### config.mk
export PLATFORM = sky130hd
export DESIGN_NAME = light_bar
export DESIGN_NICKNAME = d
export VERILOG_FILES = /design/src/rtl/light_bar_pkg.sv /design/src/rtl/edge_pulse.sv /design/src/rtl/light_bar.sv
export SDC_FILE = /design/constraint.sdc
export NUM_CORES = 1
export LEC_CHECK = 0
export BUFFER_PORTS_ARGS = -buffer_cell sky130_fd_sc_hd__buf_4
export CAP_MARGIN = 20
export CELL_PAD_IN_SITES_DETAIL_PLACEMENT = 1
export CELL_PAD_IN_SITES_GLOBAL_PLACEMENT = 2
export CORE_UTILIZATION = 37
export DETAILED_ROUTE_END_ITERATION = 8
export PLACE_DENSITY_LB_ADDON = 0.3
export SLEW_MARGIN = 20
export SYNTH_ARGS = -nofsm -noshare
export SYNTH_HDL_FRONTEND = slang
export SYNTH_SLANG_ARGS = --single-unit
### constraint.sdc
create_clock -name Clock -period 4.3 [get_ports Clock]
set_input_delay 0 -clock Clock [delete_from_list [all_inputs] [get_ports Clock]]
set_output_delay 0 -clock Clock [all_outputs]
set_load 0.005 [all_outputs]
### src/rtl/light_bar_pkg.sv
// Shared types and helpers for the light_bar block.
// Holds the FSM state encoding and the position-to-one-hot conversion.
package light_bar_pkg;

    localparam int MAX_N  = 32;
    localparam int MAX_PW = 5;

    typedef enum logic [1:0] {PLAY, WIN_L, WIN_R} light_bar_state_t;

    // Callers truncate the result to their own bar length.
    function automatic logic [MAX_N-1:0] pos_to_onehot(input logic [MAX_PW-1:0] p);
        return {{(MAX_N-1){1'b0}}, 1'b1} << p;
    endfunction

endpackage

### src/rtl/edge_pulse.sv
// Rising-edge detector: q is high for the cycle d is first sampled high after a low sample.
// Latency: combinational from d (history register only); no backpressure.
// History resets to 1 so an input already high at reset release produces no pulse.
module edge_pulse (
    input  logic Clock,
    input  logic Reset,
    input  logic d,
    output logic q
);

    logic hist;

    always_ff @(posedge Clock or negedge Reset) begin
        if (!Reset) begin
            hist <= 1'b1;
        end else begin
            hist <= d;
        end
    end

    assign q = d & ~hist;

endmodule

### src/rtl/light_bar.sv
// N-position one-hot light bar stepped by left/right move events; saturate-with-win or wrap.
// Latency: 1 cycle from sampled move to lights/pos/moved; no backpressure, inputs always accepted.
// LIGHT_BAR_EDGE_DETECT_EN turns held keys into single moves via edge_pulse.
module light_bar
    import light_bar_pkg::*;
#(
    parameter int N     = 9,
    parameter int START = N / 2,
    parameter int WRAP  = 0
) (
    input  logic                 Clock,
    input  logic                 Reset,
    input  logic                 restart,
    input  logic                 left,
    input  logic                 right,
    output logic [N-1:0]         lights,
    output logic [$clog2(N)-1:0] pos,
    output logic                 win_left,
    output logic                 win_right,
    output logic                 moved
);

    localparam int PW = $clog2(N);
    localparam logic [PW-1:0] LAST  = PW'(N - 1);
    localparam logic [PW-1:0] FIRST = PW'(START);

    light_bar_state_t state;
    logic             mv_l;
    logic             mv_r;

`ifdef LIGHT_BAR_EDGE_DETECT_EN
    edge_pulse u_left_edge (
        .Clock (Clock),
        .Reset (Reset),
        .d     (left),
        .q     (mv_l)
    );

    edge_pulse u_right_edge (
        .Clock (Clock),
        .Reset (Reset),
        .d     (right),
        .q     (mv_r)
    );
`else
    assign mv_l = left;
    assign mv_r = right;
`endif

    // Ends are explicit compares so non-power-of-two N wraps correctly.
    always_ff @(posedge Clock or negedge Reset) begin
        if (!Reset) begin
            state     <= PLAY;
            pos       <= FIRST;
            lights    <= N'(pos_to_onehot(MAX_PW'(FIRST)));
            win_left  <= 1'b0;
            win_right <= 1'b0;
            moved     <= 1'b0;
        end else begin
            moved <= 1'b0;
            if (restart) begin
                state     <= PLAY;
                pos       <= FIRST;
                lights    <= N'(pos_to_onehot(MAX_PW'(FIRST)));
                win_left  <= 1'b0;
                win_right <= 1'b0;
            end else if (state == PLAY && (mv_l ^ mv_r)) begin
                if (mv_l) begin
                    if (pos != LAST) begin
                        pos    <= pos + 1'b1;
                        lights <= N'(pos_to_onehot(MAX_PW'(pos + 1'b1)));
                        moved  <= 1'b1;
                    end else if (WRAP != 0) begin
                        pos    <= '0;
                        lights <= N'(pos_to_onehot(MAX_PW'(0)));
                        moved  <= 1'b1;
                    end else begin
                        state    <= WIN_L;
                        win_left <= 1'b1;
                    end
                end else begin
                    if (pos != '0) begin
                        pos    <= pos - 1'b1;
                        lights <= N'(pos_to_onehot(MAX_PW'(pos - 1'b1)));
                        moved  <= 1'b1;
                    end else if (WRAP != 0) begin
                        pos    <= LAST;
                        lights <= N'(pos_to_onehot(MAX_PW'(LAST)));
                        moved  <= 1'b1;
                    end else begin
                        state     <= WIN_R;
                        win_right <= 1'b1;
                    end
                end
            end
        end
    end

endmodule

; ---- Word level (Yosys, flattened, before mapping)
; Index checks and enable logic that the tools add are counted.
; W data, S select, Z words.
[totals]
regBits = 18
latchBits = 0
mem_bits_rw = 0
rom_bits = 0
output_inout_bits = 16
elab_cells = 58
memories = 0
[op_classes]
add_sub_neg = 4
n_mul = 0
n_div = 0
n_lt_le_gt_ge = 0
eq_ne = 7
shift = 2
mux = 28
bitwise = 1
n_reduce_logical = 10
[ops]
columns = cell, count
row1 = $mux W9, 5
row2 = $mux W4, 5
row3 = $shl A1 B5 Y9 const A, 2
row4 = $mux W1, 13
row5 = $reduce_and A3 Y1, 4
row6 = $mux W2, 5
row7 = $ne A2 B2 Y1 const B, 3
row8 = $ne A3 B3 Y1 const B, 2
row9 = $add A4 B1 Y5 const B, 1
row10 = $sub A4 B1 Y5 const B, 1
row11 = $add A4 B1 Y4 const B, 1
row12 = $ne A4 B4 Y1 const B, 1
row13 = $reduce_bool A2 Y1, 2
row14 = $reduce_bool A4 Y1, 1
row15 = $sub A4 B1 Y4 const B, 1
row16 = $ne A3 B2 Y1 const B, 1
row17 = $reduce_bool A3 Y1, 1
row18 = $logic_not A2 Y1, 1
row19 = $logic_and A1 B1 Y1, 1
row20 = $xor A1 B1 Y1, 1

; ---- Longest topological paths before layout
; Gate-level depths: netlist (run 1).
[depth]
ltp_word = 6
depth_mapped = 7
ltp_nobuf = 6

; ---- Worst setup path before layout (run 1)
; Ideal clock, no wire load.
[synth_path]
path_type = reg2reg
start = register pos[0]
end = register lights[8]
arrival_ns = 1.914
path_slack_ns = 2.276
stages_incl_launch_ff = 7
path_buffers = 0
cell_sequence = dfrtp_1 -> inv_1 -> fa_1 -> a21o_1 -> a221oi_1 -> o21ai_0 -> o41ai_1
[synth_via]
elab_chain_len = 6
word_cells_on_any_way = 14
classes_between = 2 x add/sub / 2 x eq/ne / 2 x shift / 5 x mux / 3 x reduce/logical
[synth_lines]
columns = element, line
row1 = from (decl), light_bar.sv:17  ; output logic [$clog2(N)-1:0] pos,
row2 = from (signal assigned), light_bar.sv:70  ; pos <= pos + 1'b1;
row3 = from (signal assigned), light_bar.sv:83  ; pos <= pos - 1'b1;
row4 = $sub A4 B1 Y5 / $add A4 B1 Y5 (equally long branches), "light_bar.sv:84, light_bar.sv:71"
row5 = $shl A1 B5 Y9, light_bar_pkg.sv:12  ; return {{(MAX_N-1){1'b0}}, 1'b1} << p;
row6 = $mux W9 (on tied branches), "light_bar.sv:82, light_bar.sv:69"
row7 = $mux W9, light_bar.sv:68  ; if (mv_l) begin
row8 = $mux W9, light_bar.sv:67  ; end else if (state == PLAY && (mv_l ^ mv_r)) begin
row9 = $mux W9, light_bar.sv:61  ; if (restart) begin
row10 = to (signal assigned), light_bar.sv:64  ; lights <= N'(pos_to_onehot(MAX_PW'(FIRST)));
row11 = to (signal assigned), light_bar.sv:71  ; lights <= N'(pos_to_onehot(MAX_PW'(pos + 1'b1)));
row12 = to (signal assigned), light_bar.sv:84  ; lights <= N'(pos_to_onehot(MAX_PW'(pos - 1'b1)));
row13 = to (decl), light_bar.sv:16  ; output logic [N-1:0] lights,
; Parallel ways exist; a longest one is shown, timed or not. The select of a mux whose other input is x is not followed.
; A chain may end at the register's enable or synchronous reset.

; ---- Worst setup path after layout (run 1)
; Same ends and word-level chain as after synthesis.

==> impl_metrics.env, run 1 <==
export IMPL_synth_cell_types=44
export IMPL_dp_cells=148
export IMPL_grt_pass1_vias=938
export IMPL_die_h_um=56.6
export IMPL_placed_cell_area_um2=1250
export IMPL_reg2reg_depth=6
export IMPL_slew_headroom_pct=55.3
export IMPL_synth_top_cell_by_area="dfrtp_1"
export IMPL_die_area_um2=3200
export IMPL_timing_fmax_ghz=0.434
export IMPL_worstSetupPathType="reg2reg"
export IMPL_syn_area_um2=1100
export IMPL_ir_worst_vdd_v=0.000232
export IMPL_grt_pass1_wl_um=4620
export IMPL_r2r_start="pos[0]$_DFFE_PN0P_"
export IMPL_ys_seq_elements=18
export IMPL_fin_cells=154
export IMPL_synthesis_nets=115
export IMPL_post_cts_resized=0
export IMPL_rr_endpoint="lights[8]$_DFFE_PN0P_"
export IMPL_cts_tree="built"
export IMPL_cts_sinks=18
export IMPL_numPortBuffers=20
export IMPL_critPathBufInv=1
export IMPL_rows=19
export IMPL_hold_end="win_right$_DFFE_PN0P_"
export IMPL_synthTopCellsByArea="dfrtp_1 (36%), ha_1 (7.9%), nand3b_1 (6.8%), dfstp_2 (4.8%), inv_1 (3.4%)"
export IMPL_worst_ep_arrival_time_ns=2.51
export IMPL_initial_core_util_pct=39.6
export IMPL_final_max_slew_viol_count=0
export IMPL_ioPinCount=21
export IMPL_wirelength_um=2670
export IMPL_tns_ns=0
export IMPL_stdcell_area_um2=1300
export IMPL_finalCritPeriodShare_pct=53.6
export IMPL_cts_root_buf="clkbuf_4"
export IMPL_antenna_found_initial=0
export IMPL_cts_max_level=1
export IMPL_holdWs_ns=0.0254
export IMPL_firstDrtPassIters=2
export IMPL_min_period_ns=2.30
export IMPL_gp_congestion=0.741
export IMPL_post_place_ws_ns=2.03
export IMPL_grtUsageTotal_pct=19.1
export IMPL_r2r_setup_slack_ns=2.00
export IMPL_synthFlopType="dfrtp_1"
export IMPL_drv_cap=0
export IMPL_utilization_pct=46.8
export IMPL_drtAntennaViolNets=0
export IMPL_drt_wirelength_per_cell_um=17.3
export IMPL_cp_top_family="compound AO/OA/AOI/OAI gates"
export IMPL_fill_cells=316
export IMPL_via_per_inst=5.69
export IMPL_cp_end_kind="flip-flop"
export IMPL_final_setup_viol_count=0
export IMPL_nets=137
export IMPL_crit_path_top_delay_cell="dfrtp_1"
export IMPL_drive_gt1_share_pct=28.5
export IMPL_synthCells=102
export IMPL_antenna_cells=0
export IMPL_synthArstFlopShare_pct=100
export IMPL_skew_ns=0.00569
export IMPL_grt_max_degree=24
export IMPL_rsz0062_at_grt="false"
export IMPL_worstSetupStartpointType="flip-flop"
export IMPL_syn_avg_cell_area_um2=10.8
export IMPL_worst_path_max_fanout=9
export IMPL_die_w_um=56.6
export IMPL_status="finished clean"
export IMPL_finalHoldViolCount=0
export IMPL_via_count=877
export IMPL_yosysTopAreaCellShare_pct=36.3
export IMPL_clk_pin_slew_ns=0.12
export IMPL_ys_seq_area_share_pct=41.1
export IMPL_crit_chain="inv_1, fa_1, a21o_1, a221oi_1, o21ai_0, o41ai_1"
export IMPL_p_per_area_nw_per_um2=338
export IMPL_leakage_nw=0.583
export IMPL_place_hpwl_um=1980
export IMPL_area_growth_pct=18.2
export IMPL_hp_class="in2reg"
export IMPL_drt_iter0_drc=13
export IMPL_hp_start="right"
export IMPL_clockBufferDepth=2
export IMPL_grt_overflow=0
export IMPL_coreArea_um2=2780
export IMPL_synth_edf_count=0
export IMPL_drc_errors=0
export IMPL_yosys_warnings=0
export IMPL_critPathRequiredTime_ns=4.51
export IMPL_slowest_delay_ns=0.55
export IMPL_numCtsBuffers=3
export IMPL_setup_ws_ns=2.00
export IMPL_worst_pin_slew_ns=0.670
export IMPL_total_power_uw=440
export IMPL_hold_depth=3
export IMPL_clk_latency_ns=0.30
[sequential cells by signal (all words and copies together) (netlist names)]
| name | count |
|---|---|
| lights | 9 |
| pos | 4 |
| state | 2 |
| win_right | 1 |
| moved | 1 |
| win_left | 1 |
[cell usage after synthesis (2+ instances only)]
library cell and n:
dfrtp_1 16, inv_1 10, nand3b_1 10, ha_1 7
a21oi_1 6, nor2_1 5, a21o_1 3, o21ai_1 3
o31ai_1 3, buf_6 2, dfstp_2 2, nand2_1 2
o21ai_0 2
[where the power goes]
group | internal (mW) | total [mW] | switching [mW]
logic | 0.0584 | 0.133 | 0.0745
registers | 0.181 | 0.197 | 0.0158
clock network | 0.0517 | 0.110 | 0.0588
total | 0.291 | 0.440 | 0.149
[what timing repair did]
| action | in CTS | in global routing |
|---|---|---|
| hold buffers | 2 | 0 |
| setup buffers | 0 | 0 |
| endpoints found under the hold margin | 19 | 0 |
[cells by family (layout without fill, tap and decap cells)]
kind of cell    count (synthesis)  after routing  synth area share, %
simple gates                   32             32                 21.9
xor+xnor                        2              2                 1.59
fa+ha+maj                       8              8                 9.76
flops                          18             18                 41.1
compound gates                 27             27                 18.2
buf+inv                        15             36                 7.49
[routing by layer]
metal	global-route usage [%]	vias up	part of all wire, %
met5	0	-	0
met4	8.71	0	1.9
met2	31.1	13	48
met1	25.3	449	48
li1	-	410	-
met3	2.07	5	1.8
[cells in the final DEF, fill, tap and decap left out, drive strengths merged, types with 3 or more instances in the layout]
master,count
a21o,3
buf,20
nand3b,10
ha,7
o31ai,4
a21oi,6
inv,10
nor2,5
dfrtp,16
clkbuf,4
o21ai,5
[how the worst max path moves through the flow]
| stage | from | to | slack (ns) | depth (start not counted) |
|---|---|---|---|---|
| floorplan | pos[0]$_DFFE_PN0P_ | lights[8]$_DFFE_PN0P_ | 2.28 | 6 |
| finish | pos[0]$_DFFE_PN0P_ | lights[8]$_DFFE_PN0P_ | 2.00 | 6 |
| CTS | pos[0]$_DFFE_PN0P_ | lights[8]$_DFFE_PN0P_ | 2.01 | 6 |
| global placement | pos[0]$_DFFE_PN0P_ | lights[0]$_DFFE_PN0P_ | 2.16 | 6 |
| global route | pos[0]$_DFFE_PN0P_ | lights[8]$_DFFE_PN0P_ | 1.77 | 6 |
| detailed placement | pos[0]$_DFFE_PN0P_ | lights[8]$_DFFE_PN0P_ | 2.03 | 6 |
[worst register-to-register path, delay by kind of cell (launching register included)]
kind / cells / cell delay, ns
adder cells (fa/ha/maj): 1 / 0.46
flip-flops: 1 / 0.55
AO/OA/AOI/OAI: 4 / 1.03
buffers and inverters: 1 / 0.16
[layout make-up]
type / instances / area [µm²] / area share [%]
Clock buffer: 4 / 36.3 / 2.79
Inverter: 10 / 37.5 / 2.88
Multi-Input combinational cell: 69 / 567 / 43.5
Sequential cell: 18 / 453 / 34.8
Tap cell: 31 / 38.8 / 2.98
Timing Repair Buffer: 22 / 170 / 13.1
No activity file was read; power rests on OpenSTA's default activity.
==> inputs of run 2 (changes only) <==
--- a/config.mk
+++ b/config.mk
@@ -5,11 +5,12 @@
 export SDC_FILE = /design/constraint.sdc
 export NUM_CORES = 1
 export LEC_CHECK = 0
+export ABC_AREA = 1
 export BUFFER_PORTS_ARGS = -buffer_cell sky130_fd_sc_hd__buf_4
 export CAP_MARGIN = 20
 export CELL_PAD_IN_SITES_DETAIL_PLACEMENT = 1
 export CELL_PAD_IN_SITES_GLOBAL_PLACEMENT = 2
-export CORE_UTILIZATION = 37
+export CORE_UTILIZATION = 31
 export DETAILED_ROUTE_END_ITERATION = 8
 export PLACE_DENSITY_LB_ADDON = 0.3
 export SLEW_MARGIN = 20
==> constraint.sdc (replaced) <==
create_clock -name Clock -period 2.3 [get_ports Clock]
set_input_delay 0 -clock Clock [delete_from_list [all_inputs] [get_ports Clock]]
set_output_delay 0 -clock Clock [all_outputs]
set_load 0.005 [all_outputs]
==> run 2 against run 1 <==
Largest cell class unchanged. Critical endpoint is now lights[7]$_DFFE_PN0P_. First-iteration DRC count rose to 2.8 times the previous value. Utilization fell by 6.4 points. Final area rose by 6.0%.
==> impl_metrics.env, run 2 <==
export IMPL_timing_fmax_ghz=0.495
export IMPL_ir_worst_vdd_v=0.000349
export IMPL_synthFlopType="dfrtp_1"
export IMPL_leakage_nw=0.741
export IMPL_synthesis_nets=158
export IMPL_worst_path_max_fanout=8
export IMPL_firstDrtPassIters=4
export IMPL_ys_seq_elements=18
export IMPL_synth_most_common_cell="nand2_1"
export IMPL_status="finished clean"
export IMPL_coreArea_um2=3420
export IMPL_hold_depth=4
export IMPL_via_count=1007
export IMPL_rows=21
export IMPL_critPathRequiredTime_ns=2.54
export IMPL_cts_sinks=18
export IMPL_tns_ns=0
export IMPL_ys_seq_area_share_pct=40.2
export IMPL_hp_class="in2reg"
export IMPL_cp_end_kind="flip-flop"
export IMPL_die_area_um2=3880
export IMPL_grt_pass1_vias=1099
export IMPL_seq_area_um2=453
export IMPL_nets=184
export IMPL_yosysTopAreaCellShare_pct=35.5
export IMPL_synth_top_cell_by_area="dfrtp_1"
export IMPL_final_cell_mix="nand2_1 (40), buf_4 (20), nand3_1 (18)"
export IMPL_syn_area_um2=1130
export IMPL_cts_max_level=1
export IMPL_post_place_ws_ns=0.295
export IMPL_grt_overflow=0
export IMPL_synthCells=145
export IMPL_largest_register_ffs=9
export IMPL_largest_register="lights"
export IMPL_grt_pass1_wl_um=5100
export IMPL_ctsHoldBuffers=2
export IMPL_syn_avg_cell_area_um2=7.77
export IMPL_antenna_found_initial=0
export IMPL_setup_ws_ns=0.278
export IMPL_final_common_cell="nand2_1"
export IMPL_grtUsageTotal_pct=16.6
export IMPL_finalCritPeriodShare_pct=87.9
export IMPL_synth_cell_types=24
export IMPL_die_w_um=62.3
export IMPL_multi_input_area_um2=592
export IMPL_post_cts_resized=0
export IMPL_skew_ns=0.0101
export IMPL_wirelength_um=2920
export IMPL_antenna_cells=0
export IMPL_total_power_uw=981
export IMPL_drt_wirelength_per_cell_um=13.5
export IMPL_finalHoldViolCount=0
export IMPL_ioPinCount=21
export IMPL_synthArstFlopShare_pct=100
export IMPL_place_hpwl_um=2260
export IMPL_final_setup_viol_count=0
export IMPL_grt_max_degree=19
export IMPL_yosys_warnings=0
export IMPL_synth_edf_count=0
export IMPL_area_growth_pct=22.4
export IMPL_clk_latency_ns=0.30
export IMPL_numPortBuffers=20
export IMPL_via_per_inst=4.66
export IMPL_final_max_slew_viol_count=0
export IMPL_numCtsBuffers=3
export IMPL_hold_end="win_right$_DFFE_PN0P_"
export IMPL_drive_gt1_share_pct=25.3
export IMPL_die_h_um=62.3
export IMPL_rsz0062_at_grt="false"
export IMPL_worst_ep_arrival_time_ns=2.26
export IMPL_utilization_pct=40.4
export IMPL_r2r_setup_slack_ns=0.28
export IMPL_worstSetupStartpointType="flip-flop"
export IMPL_p_per_area_nw_per_um2=711
export IMPL_worstSetupPathType="reg2reg"
export IMPL_netlist_top_cells_count="nand2_1 (40), nand3_1 (18), dfrtp_1 (16)"
export IMPL_post_cts_setup_buffers=0
export IMPL_fill_cells=440
export IMPL_gp_congestion=0.817
export IMPL_stdcell_area_um2=1380
export IMPL_r2r_start="pos[0]$_DFFE_PN0P_"
export IMPL_initial_core_util_pct=33.0
export IMPL_clockBufferDepth=2
export IMPL_top_regs="lights (9), pos (4), state (2)"
export IMPL_worst_pin_slew_ns=0.286
export IMPL_drtAntennaViolNets=0
export IMPL_drv_cap=0
export IMPL_clk_pin_slew_ns=0.12
export IMPL_hp_start="left"
export IMPL_slew_headroom_pct=80.9
export IMPL_rr_endpoint="lights[7]$_DFFE_PN0P_"
export IMPL_drc_errors=0
export IMPL_reg2reg_depth=8
export IMPL_min_period_ns=2.02
export IMPL_synthTopCellsByArea="dfrtp_1 (36%), nand2_1 (13%), nand3_1 (8.0%), ha_1 (7.8%), nor2_1 (5.0%)"
export IMPL_cts_root_buf="clkbuf_4"
export IMPL_cts_tree="built"
export IMPL_drt_iter0_drc=36
export IMPL_placed_cell_area_um2=1320
[run 2: cell types whose count changed after synthesis, sizes merged, moves of 3 or more]
| cell | delta |
|---|---|
| nor2 | +12 |
| o31ai | -4 |
| inv | +9 |
| nand3 | +20 |
| a21o | -3 |
| nand2 | +43 |
| nand3b | -9 |
[run 2: cell families after synthesis]
logic type | count (synthesis) | share of synthesized area, %
DFF | 18 | 40.2
buffers and inverters | 20 | 7.33
adders and majority gates | 8 | 9.54
and+or+nand+nor | 88 | 37.0
AOI/OAI and AO/OA | 11 | 5.99
[run 2: per-stage QoR]
stage	std cells	hold slack [ns]
5_1_grt	216	0.0840
4_1_cts	216	0.0537
6_report	216	0.0535
2_1_floorplan	145	-0.296
3_5_place_dp	210	-0.106
3_3_place_gp	210	-0.114
[run 2: layout make-up]
type / count / area share (%)
Multi-Input combinational cell: 107 / 42.9
Inverter: 19 / 5.17
Tap cell: 46 / 4.17
Timing Repair Buffer: 22 / 12.3
Sequential cell: 18 / 32.8
Clock buffer: 4 / 2.63
[run 2: worst max-delay path, cell delays in order (launching register included)]
cell      delay, ns
dfrtp_1        0.51
inv_1          0.15
fa_1           0.43
nand3b_1       0.21
nand3_1        0.11
nand2_1        0.09
nor2_1         0.24
nand3_1        0.14
nand2_1        0.08
[run 2: metal layers]
metal / up-vias / part of all wire [%] / global-route usage, % / wire [µm]
met3: 4 / 3.1 / 4.04 / 90
met5: - / 0 / 0 / 0
met4: 0 / 1.1 / 3.20 / 31
met1: 478 / 47 / 20.8 / 1380
li1: 509 / - / - / -
met2: 16 / 49 / 28.8 / 1420
[run 2: worst max-delay path by stage]
| stage | to | startpoint | slack, ns |
|---|---|---|---|
| 6_report | lights[7]$_DFFE_PN0P_ | pos[0]$_DFFE_PN0P_ | 0.28 |
| 5_1_grt | lights[3]$_DFFE_PN0P_ | pos[0]$_DFFE_PN0P_ | 0.05 |
| 4_1_cts | lights[7]$_DFFE_PN0P_ | pos[0]$_DFFE_PN0P_ | 0.26 |
| 3_5_place_dp | lights[7]$_DFFE_PN0P_ | pos[0]$_DFFE_PN0P_ | 0.30 |
| 3_3_place_gp | lights[7]$_DFFE_PN0P_ | pos[0]$_DFFE_PN0P_ | 0.41 |
| 2_1_floorplan | lights[3]$_DFFE_PN0P_ | pos[0]$_DFFE_PN0P_ | 0.56 |
[run 2: power breakdown]
group	leakage, nW	switching (mW)	internal [mW]
clock	0.0210	0.110	0.0966
combinational	0.480	0.243	0.140
sequential	0.240	0.0349	0.356
==> inputs of run 3 (changes only) <==
--- a/config.mk
+++ b/config.mk
@@ -10,8 +10,10 @@
 export CAP_MARGIN = 20
 export CELL_PAD_IN_SITES_DETAIL_PLACEMENT = 1
 export CELL_PAD_IN_SITES_GLOBAL_PLACEMENT = 2
-export CORE_UTILIZATION = 31
+export CORE_UTILIZATION = 32
+export CTS_BUF_LIST = sky130_fd_sc_hd__clkbuf_2 sky130_fd_sc_hd__clkbuf_4 sky130_fd_sc_hd__clkbuf_8
 export DETAILED_ROUTE_END_ITERATION = 8
+export HOLD_SLACK_MARGIN = 0.1
 export PLACE_DENSITY_LB_ADDON = 0.3
 export SLEW_MARGIN = 20
 export SYNTH_ARGS = -nofsm -noshare
==> run 3 against run 2 <==
Fmax is 3.0% lower. Clock power is 2% higher. Routed wire length is 4.3% higher. Register-to-register slack worse by 0.06 ns. Via count is 0.70% higher.
==> impl_metrics.env, run 3 (same netlist as run 2, synthesis figures left out) <==
export IMPL_status="finished clean"
export IMPL_numCtsBuffers=3
export IMPL_slew_headroom_pct=77.2
export IMPL_grt_pass1_vias=1028
export IMPL_via_per_inst=4.63
export IMPL_grt_max_degree=14
export IMPL_coreArea_um2=3360
export IMPL_firstDrtPassIters=4
export IMPL_via_count=1014
export IMPL_largest_register="lights"
export IMPL_largest_register_ffs=9
export IMPL_p_switching_uw=393
export IMPL_clk_latency_ns=0.31
export IMPL_p_sw_share_pct=39.8
export IMPL_worst_pin_slew_ns=0.341
export IMPL_ctsHoldBuffers=5
export IMPL_ioPinCount=21
export IMPL_cts_root_buf="clkbuf_4"
export IMPL_wirelength_um=3050
export IMPL_final_max_slew_viol_count=0
export IMPL_cts_max_level=1
export IMPL_worst_path_max_fanout=8
export IMPL_fill_cells=443
export IMPL_post_cts_setup_buffers=0
export IMPL_drt_wirelength_per_cell_um=13.9
export IMPL_p_per_area_nw_per_um2=701
export IMPL_grt_pass1_wl_um=5060
export IMPL_drt_iter0_drc=25
export IMPL_antenna_found_initial=0
export IMPL_final_cell_mix="nand2_1 (40), buf_4 (20), nand3_1 (18)"
export IMPL_drive_gt1_share_pct=24.9
export IMPL_skew_ns=0.00827
export IMPL_min_period_ns=2.08
export IMPL_dp_cells=210
export IMPL_timing_fmax_ghz=0.480
export IMPL_rows=21
export IMPL_worstSetupPathType="reg2reg"
export IMPL_leakage_nw=0.756
export IMPL_fin_cells=219
export IMPL_cts_sinks=18
export IMPL_grtUsageTotal_pct=19.1
export IMPL_drtAntennaViolNets=0
export IMPL_initial_core_util_pct=33.5
export IMPL_p_clk_share_pct=21.2
export IMPL_worstSetupStartpointType="flip-flop"
export IMPL_clk_pin_slew_ns=0.12
export IMPL_hp_class="in2reg"
export IMPL_drv_cap=0
export IMPL_total_power_uw=988
export IMPL_die_w_um=61.4
export IMPL_cts_tree="built"
export IMPL_clockBufferDepth=2
export IMPL_p_comb_share_pct=39.1
export IMPL_area_growth_pct=25.1
export IMPL_p_int_uw=595
export IMPL_finalHoldViolCount=0
export IMPL_final_common_cell="nand2_1"
export IMPL_ir_worst_vdd_v=0.000309
export IMPL_antenna_cells=0
export IMPL_critPathRequiredTime_ns=2.56
export IMPL_post_cts_resized=0
export IMPL_die_h_um=61.4
export IMPL_nets=187
export IMPL_drc_errors=0
export IMPL_die_area_um2=3760
export IMPL_gp_congestion=0.797
export IMPL_finalCritPeriodShare_pct=90.6
export IMPL_worst_ep_arrival_time_ns=2.34
export IMPL_final_setup_viol_count=0
export IMPL_tns_ns=0
export IMPL_rsz0062_at_grt="false"
export IMPL_top_regs="lights (9), pos (4), state (2)"
export IMPL_pwr_share_seq_pct=39.7
export IMPL_r2r_setup_slack_ns=0.22
export IMPL_grt_overflow=0
export IMPL_cp_end_kind="flip-flop"
export IMPL_numPortBuffers=20
export IMPL_place_hpwl_um=2280
==> run 3: cell count changes in the layout (fill, tap and decap cells not counted), sizes merged <==
cell	change
dlygate4sd3	+3
==> run 3: area by class of cell <==
class                   instances  area [µm²]  area share, %
multi-input cells             107         592           42.0
flip-flops and latches         18         453           32.1
repair buffers                 25         200           14.2
inverters                      19        71.3           5.06
well taps                      46        57.6           4.08
clock buffers                   4        36.3           2.57
==> run 3: worst paths after layout <==
path | start | endpoint | cells past startpoint
setup / recovery | pos[0]$_DFFE_PN0P_ | lights[5]$_DFFE_PN0P_ | 8
hold / removal | left | lights[4]$_DFFE_PN1P_ | 5
setup reg to reg | pos[0]$_DFFE_PN0P_ | lights[5]$_DFFE_PN0P_ | 8
hold reg to reg | lights[7]$_DFFE_PN0P_ | lights[7]$_DFFE_PN0P_ | 2
max in group asynchronous | Reset | lights[6]$_DFFE_PN0P_ | 4
min in group asynchronous | Reset | win_left$_DFFE_PN0P_ | 3
==> run 3: per-layer routing <==
| metal | wire length [µm] | global-route usage (%) |
|---|---|---|
| met3 | 101 | 2.52 |
| met5 | 0 | 0 |
| met4 | 49 | 5.71 |
| met1 | 1330 | 24.4 |
| met2 | 1560 | 33.7 |
==> run 3: per-stage QoR <==
step / util [%] / worst slack [ns] / hold slack [ns] / cell area (µm²)
floorplan: - / 0.565 / -0.296 / 1130
global placement: 39.4 / 0.422 / -0.115 / 1320
detailed placement: 39.4 / 0.275 / -0.109 / 1320
CTS: 41.9 / 0.231 / 0.105 / 1410
global route: 41.9 / 0.0546 / 0.114 / 1410
finish: 41.9 / 0.215 / 0.0971 / 1410
==> run 3: power groups by stage <==
stage | clock, mW | sequential [mW] | combinational, mW
final | 0.210 | 0.392 | 0.387
after global routing | 0.227 | 0.399 | 0.439
after CTS | 0.213 | 0.393 | 0.394
after detailed placement | 0 | 0.398 | 0.383
after global placement | 0 | 0.395 | 0.374
after floorplan | 0 | 0.393 | 0.252
==> run 3: critical path, stage by stage, from the launching register on <==
cell and delay (ns):
dfrtp_1 0.52, inv_1 0.15, fa_1 0.43, nand3b_1 0.22, nand3_1 0.12, nand2_1 0.12, nor2_1 0.24, nand3_1 0.13
nand2_1 0.08
